## src/rtl/fifo_pkg.sv

```systemverilog
// Shared definitions for the FIFO drain-side stream reader.
package fifo_pkg;
    localparam int FIFO_WIDTH   = 8;
    localparam int FIFO_PKT_LEN = 4;
    localparam int SKID_DEPTH   = 2;

    typedef enum logic [1:0] {
        IDLE   = 2'd0,
        FILL   = 2'd1,
        STREAM = 2'd2
    } reader_state_t;
endpackage

```

## src/rtl/stream_skid_buf.sv

```systemverilog
// Two-entry FIFO-ordered output buffer; the head entry is always presented.
module stream_skid_buf
    import fifo_pkg::*;
#(
    parameter int WIDTH = FIFO_WIDTH
) (
    input  logic             I_CLK,
    input  logic             I_RESETN,
    input  logic             push,
    input  logic [WIDTH-1:0] push_data,
    input  logic             pop,
    output logic [1:0]       occ,
    output logic [WIDTH-1:0] head
);
    logic [WIDTH-1:0] entry_reg [SKID_DEPTH];
    logic [WIDTH-1:0] shift_in  [SKID_DEPTH];
    logic [1:0]       occ_reg;
    logic [1:0]       occ_after_pop;

    // Each entry takes its successor on a pop; the tail takes nothing.
    for (genvar gi = 0; gi < SKID_DEPTH; gi++) begin : g_shift
        if (gi < SKID_DEPTH - 1) begin : g_mid
            assign shift_in[gi] = entry_reg[gi+1];
        end else begin : g_tail
            assign shift_in[gi] = '0;
        end
    end

    assign occ_after_pop = occ_reg - {1'b0, pop};

    always_ff @(posedge I_CLK) begin
        if (!I_RESETN) begin
            occ_reg <= '0;
            for (int i = 0; i < SKID_DEPTH; i++) begin
                entry_reg[i] <= '0;
            end
        end else begin
            // A push lands in the first free slot after this cycle's pop.
            for (int i = 0; i < SKID_DEPTH; i++) begin
                if (push && occ_after_pop == 2'(i)) begin
                    entry_reg[i] <= push_data;
                end else if (pop) begin
                    entry_reg[i] <= shift_in[i];
                end
            end
            occ_reg <= occ_after_pop + {1'b0, push};
        end
    end

    assign occ  = occ_reg;
    assign head = entry_reg[0];
endmodule

```

## src/rtl/fifo_stream_reader.sv

```systemverilog
// Drains a registered-read FIFO into a valid/ready stream with fixed-length
// packet framing and a completed-packet counter.
module fifo_stream_reader
    import fifo_pkg::*;
#(
    parameter int WIDTH     = FIFO_WIDTH,
    parameter int PKT_LEN   = FIFO_PKT_LEN,
    parameter int PKT_CNT_W = 16
) (
    input  logic                 I_CLK,
    input  logic                 I_RESETN,
    input  logic                 I_ENABLE,
    input  logic                 I_FIFO_EMPTY,
    input  logic [WIDTH-1:0]     I_FIFO_DOUT,
    output logic                 O_FIFO_RE,
    output logic                 O_TVALID,
    output logic [WIDTH-1:0]     O_TDATA,
    output logic                 O_TLAST,
    input  logic                 I_TREADY,
    output logic                 O_BUSY,
    output logic [PKT_CNT_W-1:0] O_PKT_CNT
);
    localparam int              BEAT_W    = (PKT_LEN > 1) ? $clog2(PKT_LEN) : 1;
    localparam logic [BEAT_W-1:0] LAST_BEAT = BEAT_W'(PKT_LEN - 1);

    logic [1:0]           occ;
    logic [WIDTH-1:0]     head;
    logic                 pop;
    logic [2:0]           level;
    logic                 inflight_reg;
    logic [BEAT_W-1:0]    beat_reg;
    logic [PKT_CNT_W-1:0] pkt_cnt_reg;
    reader_state_t        state_reg;
    reader_state_t        state_next;

    stream_skid_buf #(.WIDTH(WIDTH)) u_skid (
        .I_CLK     (I_CLK),
        .I_RESETN  (I_RESETN),
        .push      (inflight_reg),
        .push_data (I_FIFO_DOUT),
        .pop       (pop),
        .occ       (occ),
        .head      (head)
    );

    assign O_TVALID = (occ != 2'd0);
    assign O_TDATA  = head;
    assign O_TLAST  = O_TVALID && (beat_reg == LAST_BEAT);
    assign pop      = O_TVALID && I_TREADY;

    // Buffer occupancy after this edge; a new read is only issued if it fits.
    assign level     = {1'b0, occ} + {2'b0, inflight_reg} - {2'b0, pop};
    assign O_FIFO_RE = I_RESETN && I_ENABLE && !I_FIFO_EMPTY && (level < 3'd2);

    always_ff @(posedge I_CLK) begin
        if (!I_RESETN) begin
            inflight_reg <= 1'b0;
            beat_reg     <= '0;
            pkt_cnt_reg  <= '0;
            state_reg    <= IDLE;
        end else begin
            inflight_reg <= O_FIFO_RE;
            state_reg    <= state_next;
            if (pop) begin
                beat_reg <= (beat_reg == LAST_BEAT) ? '0 : beat_reg + BEAT_W'(1);
                if (O_TLAST) begin
                    pkt_cnt_reg <= pkt_cnt_reg + PKT_CNT_W'(1);
                end
            end
        end
    end

    always_comb begin
        state_next = state_reg;
        case (state_reg)
            IDLE:    if (O_FIFO_RE) state_next = FILL;
            FILL:    if (inflight_reg) state_next = STREAM;
            STREAM:  if (level == 3'd0) state_next = O_FIFO_RE ? FILL : IDLE;
            default: state_next = IDLE;
        endcase
    end

    assign O_BUSY    = (state_reg != IDLE);
    assign O_PKT_CNT = pkt_cnt_reg;
endmodule

```

## config.mk

```make
export PLATFORM = sky130hd
export DESIGN_NAME = fifo_stream_reader
export DESIGN_NICKNAME = d
export VERILOG_FILES = /design/src/rtl/fifo_pkg.sv /design/src/rtl/stream_skid_buf.sv /design/src/rtl/fifo_stream_reader.sv
export SDC_FILE = /design/constraint.sdc
export NUM_CORES = 1
export LEC_CHECK = 0
export CAP_MARGIN = 20
export CORE_ASPECT_RATIO = 1.5
export CORE_UTILIZATION = 50
export CTS_BUF_LIST = sky130_fd_sc_hd__clkbuf_4
export DETAILED_ROUTE_END_ITERATION = 6
export MAX_ROUTING_LAYER = met4
export PLACE_DENSITY = 0.87
export RECOVER_POWER = 25
export SLEW_MARGIN = 20
export SYNTH_ARGS = -nofsm -noshare
export SYNTH_HDL_FRONTEND = slang
export SYNTH_SLANG_ARGS = --single-unit
```

## constraint.sdc

```tcl
create_clock -name I_CLK -period 3.9 [get_ports I_CLK]
set_input_delay 0.975 -clock I_CLK [delete_from_list [all_inputs] [get_ports I_CLK]]
set_output_delay 0.975 -clock I_CLK [all_outputs]
set_load 0.02 [all_outputs]
```

# == Word level (Yosys, flattened, before mapping) ==
# Memories as Yosys holds them, arrays and structs flattened.
# Index checks and enable logic that the tools add are counted.
# op_classes
addsub,6
order_cmp,1
n_eq_ne,7
mux,24
bitwise,4
reduce_logical,15
# ops
op,count
$mux W8,4
$add A16 B1 Y16 const B,1
$mux W1,15
$mux W2,4
$logic_and A1 B1 Y1,7
$ne A2 B2 Y1 const B,3
$pmux W2 S3,1
$eq A2 B1 Y1 const B,2
$eq A2 B2 Y1 const B,2
$logic_not A2 Y1,2
$or A1 B1 Y1,4
$reduce_bool A2 Y1,2
$add A2 B1 Y3,1
$logic_not A3 Y1,1
$lt A3 B2 Y1 const B,1
$reduce_and A3 Y1,1
$sub A3 B1 Y3,1
$add A2 B1 Y2,1
$add A2 B1 Y2 const B,1
$reduce_and A2 Y1,1
$sub A2 B1 Y2,1
$logic_not A1 Y1,1
# totals
ff_bits,23
ram_bits,16
in_bits,13
output_inout_bits,28
word_cells,63
n_memories,1
# mem_list
name,words,width,rd,rd_clocked_by_memory_dff,wr,line,source
u_skid.entry_reg,2,8,2,0,2,stream_skid_buf.sv:15,logic [WIDTH-1:0] entry_reg [SKID_DEPTH];

# == Logic depth before layout (Yosys ltp) ==
# logic_depth
ltp_word,10
ltp_mapped,10
depth_no_buf,9

# == Hierarchy ==
# Synthesis repeated with hierarchy kept, for this count alone.
# unflattened
cells_unflattened,223
hier_area_um2,2087.0
# by_module_without_submodules
module,instances,cells_per_inst,area_per_inst_um2,seq_area_each_um2
stream_skid_buf,1,106,1049.8,440.4
fifo_stream_reader,1,117,1037.2,420.4

# == Worst setup path before layout ==
# No wires, ideal clock.
# synth_timing
kind,input to output
from,input I_TREADY
to,output O_FIFO_RE
t_arrival_ns,2.834
t_required_ns,2.925
slack_ns,0.091
stages,9
n_path_buf,1
path_cell_list,or2b_2 -> clkbuf_1 -> nand2_1 -> ha_1 -> inv_1 -> fa_1 -> xnor2_1 -> nand2_1 -> nor3_1
# synth_via
elab_chain_cells,4
# synth_lines
item,line,source
"start, declared",fifo_stream_reader.sv:19,"input logic I_TREADY,"
$logic_and A1 B1 Y1,fifo_stream_reader.sv:49,assign pop = O_TVALID && I_TREADY;
$sub A3 B1 Y3,fifo_stream_reader.sv:52,"assign level = {1'b0, occ} + {2'b0, inflight_reg} - {2'b0, pop};"
$lt A3 B2 Y1,fifo_stream_reader.sv:53,assign O_FIFO_RE = I_RESETN && I_ENABLE && !I_FIFO_EMPTY && (level < 3'd2);
$logic_and A1 B1 Y1,fifo_stream_reader.sv:53,
"end, declared",fifo_stream_reader.sv:15,"output logic O_FIFO_RE,"
# No other way between the ends.

# == Final worst setup path ==
# Ends and elaborated chain as after synthesis.

==> metrics.txt <==
status complete, no violations; Pleak between 0.9 and 1 nW; fin crit share ~92%; synthesized instance count between 150 and 200; Ant. Diodes 0; post-synth top area cell dfxtp_1; clk sink count 39; crit path kind in2out; CP Capture Type primary output; RSZ-0062 raised after global routing false; die area ~3900 um^2; Site Rows 26; io pins just over 40; # fillers ~300; Buffers on Ports 40; Required @ worst endpoint ~2.9 ns; total power approximately 0.77 mW; total CTS buffers 5; initial DRC count 46; Worst Skew ~0.009 ns; Hold Crit Class reg2reg; CP startpoint kind primary input; Placer Congestion between 0.7 and 0.8; Netlist cell types 37; Final Setup Violations 0; synthesized area between 1500 and 2000 um^2; Die H 76.3 um; most frequent cells in the layout clkdlybuf4s50_1, dfxtp_1, nand2_1, nor2_1, a21oi_1; first-pass GRT wire length between 6 and 7 mm; dpl ws -0.589 ns; YS warnings 0; Fin. Hold Viols 0; die width about 50 um; Final Net Count roughly 270; Arr. time, crit path 2.63 ns; core area ~3400 um^2; wire length per cell roughly 13 um; worst-path fanout max 3; peak supply drop ~260 uV; Worst-Margin Slew 1.12 ns; Final Hold Slack about 0.47 ns; Overall Global Routing Usage just over 20%; GRT overflow 0; ranking of synthesized cells by area dfxtp_1, edfxtp_1, a21oi_1; fmax around 280 MHz; headroom to the max-slew limit 25.1%; routed vias/inst 5.47; initial antenna violation count 0; fin crit period about 3.6 ns; Max clock buf depth 2; Detailed Routing Iterations Pass 1 4; largest net degree at the start of global routing 27; commonest non-fill, non-tap cell in the layout clkdlybuf4s50_1; Final WS setup around 0.30 ns; P&R area growth vs syn 31.1%; Max Slew Vio Count 0; DR DRC count 0; DRT antenna net count 0; proportion of layout cells with a drive suffix above 1 a little over a tenth; via count of the routed design 1580; CTS Root Cell clkbuf_4; PwrDens about 320 nW/um^2; Seq/Total Area, Yosys a little under half; share of the synthesized area in the top cell type between 30% and 40%; CTS H-tree depth 2; initial core utilization between 50% and 60%; CTS tree yes; Worst-path clk slew 0.12 ns; clk_lat worst skew approximately 0.34 ns; syn avg cell area about 9.4 um^2; number of global-route vias before repair around 1400; hpwl dp between 2 and 3 mm; drt total wl about 3.6 mm; Post-Syn Nets roughly 210; #FFs+latches synth 39; max cap viols 0
## synthesized netlist by cell type
master    instances
a21oi_1          18
a31o_2            1
and2_1            1
and3_1            2
and4_1            1
buf_6             2
clkbuf_1          7
dfxtp_1          31
edfxtp_1          8
fa_1              1
ha_1              5
inv_1             8
mux2i_1           9
nand2_1          20
nand2b_1          1
nand3_1           6
nand3b_1          1
nand4_1           3
nand4b_1          1
nor2_1           19
nor3_1            4
nor3b_1           1
nor4_1            1
o211ai_1          9
o211ai_2          1
o211ai_4          1
o21a_1            2
o21ai_0           4
o31ai_1           6
or2_1             1
or2_2             2
or2b_2            1
or3_1             1
or3_2             1
or4_1             5
xnor2_1           4
xor2_1            6
## cell type report
cell class / count / area [um^2] / area share (%)
Multi-Input combinational cell: 139 / 903 / 37.5
Clock buffer: 5 / 37.5 / 1.56
Tap cell: 42 / 52.6 / 2.18
Sequential cell: 39 / 861 / 35.7
Timing Repair Buffer: 53 / 487 / 20.2
Inverter: 8 / 30.0 / 1.25
Clock inverter: 3 / 38.8 / 1.61
## repair_timing
item                       CTS  global route
setup endpoints to repair    1             1
buffers inserted             1             0
pin swaps                    2             2
hold buffers                 0             0
gates resized for setup      7             1
cloned                       0             0
## cell families (layout without fill, tap and decap cells)
logic type | Yosys count | count (layout) | share of synthesized area, %
DFF | 39 | 39 | 46.8
muxes | 9 | 9 | 4.90
AOI/OAI and AO/OA | 42 | 42 | 15.2
buffers and inverters | 17 | 69 | 4.29
adders and majority gates | 6 | 6 | 4.49
and+or+nand+nor | 72 | 72 | 19.5
xor gates and xnor gates | 10 | 10 | 4.76
## power breakdown
group,internal [mW],leakage (nW),switching [mW]
sequential,0.422,0.334,0.00523
clock,0.132,0.0453,0.129
combinational,0.0422,0.568,0.0439
total,0.597,0.948,0.178
## metrics by stage
stage               area (um^2)  instances  utilization [%]  setup TNS, ns
global route               2410        289             69.9              0
floorplan                  1840        195                -              0
CTS                        2420        289             70.1              0
global placement           2330        280             67.6         -0.519
detailed placement         2330        280             67.6         -0.589
finish                     2410        289             69.9              0
## critical path, stage by stage
cell and delay (ns):
dlymetal6s2s_1 0.14, or2b_2 0.30, nand2_1 0.07, ha_1 0.13, inv_1 0.05, fa_1 0.38, xnor2_1 0.14, nand2_1 0.10
nor3_2 0.19, buf_4 0.17
## worst paths after layout
path	from	to	slack (ns)	depth (start not counted)
min	beat_reg[1]	beat_reg[1]	0.47	2
min reg2reg	beat_reg[1]	beat_reg[1]	0.47	2
max	I_TREADY	O_FIFO_RE	0.30	10
max reg2reg	u_skid.occ[0]	state_reg[0]	1.49	11
## layer usage
metal  vias up  track usage (%)  part of all wire (%)
met4         0             8.65                   1.9
met2        36             33.6                    52
met1       741             24.3                    43
met3         6             3.79                   3.5
li1        797                -                     -
met5         -                -                     0
No activity file was read; power rests on OpenSTA's default activity.
==> variant, RTL diff (same settings) <==
Reset style: asynchronous (`I_RESETN`), changed in 2 clocked blocks.
--- a/src/rtl/stream_skid_buf.sv
+++ b/src/rtl/stream_skid_buf.sv
@@ -28,7 +28,7 @@
 
     assign occ_after_pop = occ_reg - {1'b0, pop};
 
-    always_ff @(posedge I_CLK) begin
+    always_ff @(posedge I_CLK or negedge I_RESETN) begin
         if (!I_RESETN) begin
             occ_reg <= '0;
             for (int i = 0; i < SKID_DEPTH; i++) begin
--- a/src/rtl/fifo_stream_reader.sv
+++ b/src/rtl/fifo_stream_reader.sv
@@ -52,7 +52,7 @@
     assign level     = {1'b0, occ} + {2'b0, inflight_reg} - {2'b0, pop};
     assign O_FIFO_RE = I_RESETN && I_ENABLE && !I_FIFO_EMPTY && (level < 3'd2);
 
-    always_ff @(posedge I_CLK) begin
+    always_ff @(posedge I_CLK or negedge I_RESETN) begin
         if (!I_RESETN) begin
             inflight_reg <= 1'b0;
             beat_reg     <= '0;
Formal check against the unedited RTL: differs if I_RESETN is asserted again (counterexample within 4 cycles, from zero or initial values and one cycle with I_RESETN low); with I_RESETN held inactive, the same outputs for 10 cycles.
==> variant against the original RTL <==
- count of clock-buffer cells in the layout is the same
- via count is 18% lower
- area after synthesis rose by 2.6%
- final area fell by 1.8%
- routed wire length down 5.0%
- setup slack got worse by 0.17 ns
- the flow now finishes with violations (capacitance limit, slew limit)
- global-route usage is 0.086 points higher
- sequential cell count stayed put
- non-clock buffer count decreased by 7
- hold slack better by 0.013 ns
Power is not compared: it rests on default switching activity, and its combinational part moved more than twofold at a synthesized area within 25%.
==> variant: results <==
[logic_synthesis]
syn_nets = 179
synth_cell_types = 33
ys_seq_area_frac = 0.518
ys_warn_count = 0
ys_top_cells_by_count = "dfrtp_1 (39), nand2_1 (19), xnor2_1 (14), buf_4 (9)"
synth_enable_flop_cells = 0
synth_area_leaders = "dfrtp_1 (52%), xnor2_1 (6.5%), mux2i_1 (4.2%), ha_1 (4.0%), nand2_1 (3.8%)"
async_reset_ff_frac = 1.00
synth_top_flop_cell = "dfrtp_1"

[routing]
drt_iter0_drc = 25
drtPass1Iterations = 4
wl_um = 3440
num_vias = 1289

[hold_path]
whs_endpoint = "O_PKT_CNT[15]"
min_path_type = "flip-flop to flip-flop"
worstHoldStart = "O_PKT_CNT[15]"
holdPathStages = 1

[setup_path]
worstPathArrival_ns = 2.80
cp_max_fo = 3
timing.rr.start = "u_skid.occ[0]"
reg2reg_to = "state_reg[0]"
crit_type = "input port to primary output"
worst-r2r-cell-count = 12
r2r_slack_ns = 1.33

[global_route]
antenna_found_initial = 0
track_usage = 0.207
grt_pass1_wl_um = 5980
grt_max_degree = 40
grt_pass1_vias = 1356

[sta]
skew_ns = 0.0104
timing.final.max_slew_violations = 40
tightest_slew_ns = 2.03

[place]
place_ws_ns = -0.633
hpwl_um = 2600
portBuffers = 40
gp_congestion = 0.846

[flow_run]
maxCapViolations = 1

[layout]
nets = 222
fill_cells = 297
drive_gt1_frac = 0.138
largest_reg_flops = 16
diodes = 0

[clocking]
clkSlewWorstSetupHoldPaths_ns = 0.11
cts_buffers = 5
root_buffer = "clkbuf_4"
clockBufferDepth = 2
clock_latency_ns = 0.34
htree_num_levels = 2

[run_status]
violations = "capacitance limit, slew limit"
outcome = "finished with violations"

[pwr]
peakVddDrop_mv = 0.393
power_leakage_nw = 1.09
variant: cell count changes after synthesis, sizes merged, moves of 6 or more:
| cell | change |
|---|---|
| a21oi | -18 |
| clkbuf | -7 |
| edfxtp | -8 |
| dfrtp | +39 |
| nor2 | -12 |
| o211ai | -10 |
| dfxtp | -31 |
| a22o | +8 |
| xnor2 | +10 |
| o31ai | -6 |
| buf | +8 |
variant: worst max-delay path by stage:
stage	cells after the start	to	start	slack (ns)
after floorplan	10	O_FIFO_RE	I_TREADY	0.31
after global placement	12	O_FIFO_RE	I_TREADY	-0.55
after CTS	12	O_FIFO_RE	I_TREADY	0.04
after detailed placement	12	O_FIFO_RE	I_TREADY	-0.63
after global routing	12	O_FIFO_RE	I_TREADY	0.003
final	12	O_FIFO_RE	I_TREADY	0.13
variant: report_power, final:
group          internal [mW]  switching (mW)  leakage [nW]
registers              0.473          0.0634         0.524
clock network          0.132           0.133        0.0426
logic                  0.256           0.276         0.524
variant: timing repair:
action / CTS / global route
setup endpoints to repair: 1 / 1
gates cloned: 0 / 0
setup buffers: 0 / 0
gates resized for setup: 5 / 4
pin swaps: 0 / 3
hold buffers: 0 / 0
variant: cell type report:
cell class,instances,area (sq um),share of cell area
Clock inverter,3,38.8,0.0164
Multi-Input combinational cell,103,798,0.337
Timing Repair Buffer,46,437,0.184
Inverter,7,26.3,0.0111
Clock buffer,5,37.5,0.0159
Sequential cell,39,976,0.412
Tap cell,43,53.8,0.0227
variant: cell families (layout without fill, tap and decap cells):
family / after synthesis / after routing / synth area share
simple gates: 49 / 49 / 0.159
flops: 39 / 39 / 0.518
compound gates: 21 / 21 / 0.0849
xor+xnor: 17 / 17 / 0.0790
buf+inv: 17 / 61 / 0.0604
mux: 9 / 9 / 0.0484
fa+ha+maj: 7 / 7 / 0.0504
variant: critical path: stages:
cell,delay [ns]
clkdlybuf4s15_1,0.25
nand2_4,0.09
inv_2,0.04
ha_1,0.29
inv_2,0.07
ha_1,0.13
inv_1,0.05
fa_1,0.37
xnor2_1,0.17
nand2_1,0.10
nor2_2,0.13
buf_6,0.13
variant: per-stage QoR:
step / setup TNS, ns / cell area (sq um) / total power, mW / std cells / hold slack [ns]
floorplan: 0 / 1890 / 0.887 / 159 / 0.448
global placement: -0.546 / 2290 / 1.06 / 238 / 0.461
detailed placement: -0.633 / 2290 / 1.08 / 238 / 0.473
CTS: 0 / 2360 / 1.35 / 246 / 0.488
global route: 0 / 2370 / 1.42 / 246 / 0.524
finish: 0 / 2370 / 1.33 / 246 / 0.486
variant: per-layer routing:
layer  part of all wire  global-route usage  wire [um]  vias to the layer above
li1                   -                   -          -                      621
met1               0.39               0.216       1340                      625
met2               0.55               0.359       1900                       33
met3              0.035              0.0536        121                       10
met4              0.025              0.0816         87                        0
met5                  0                   -          0                        -
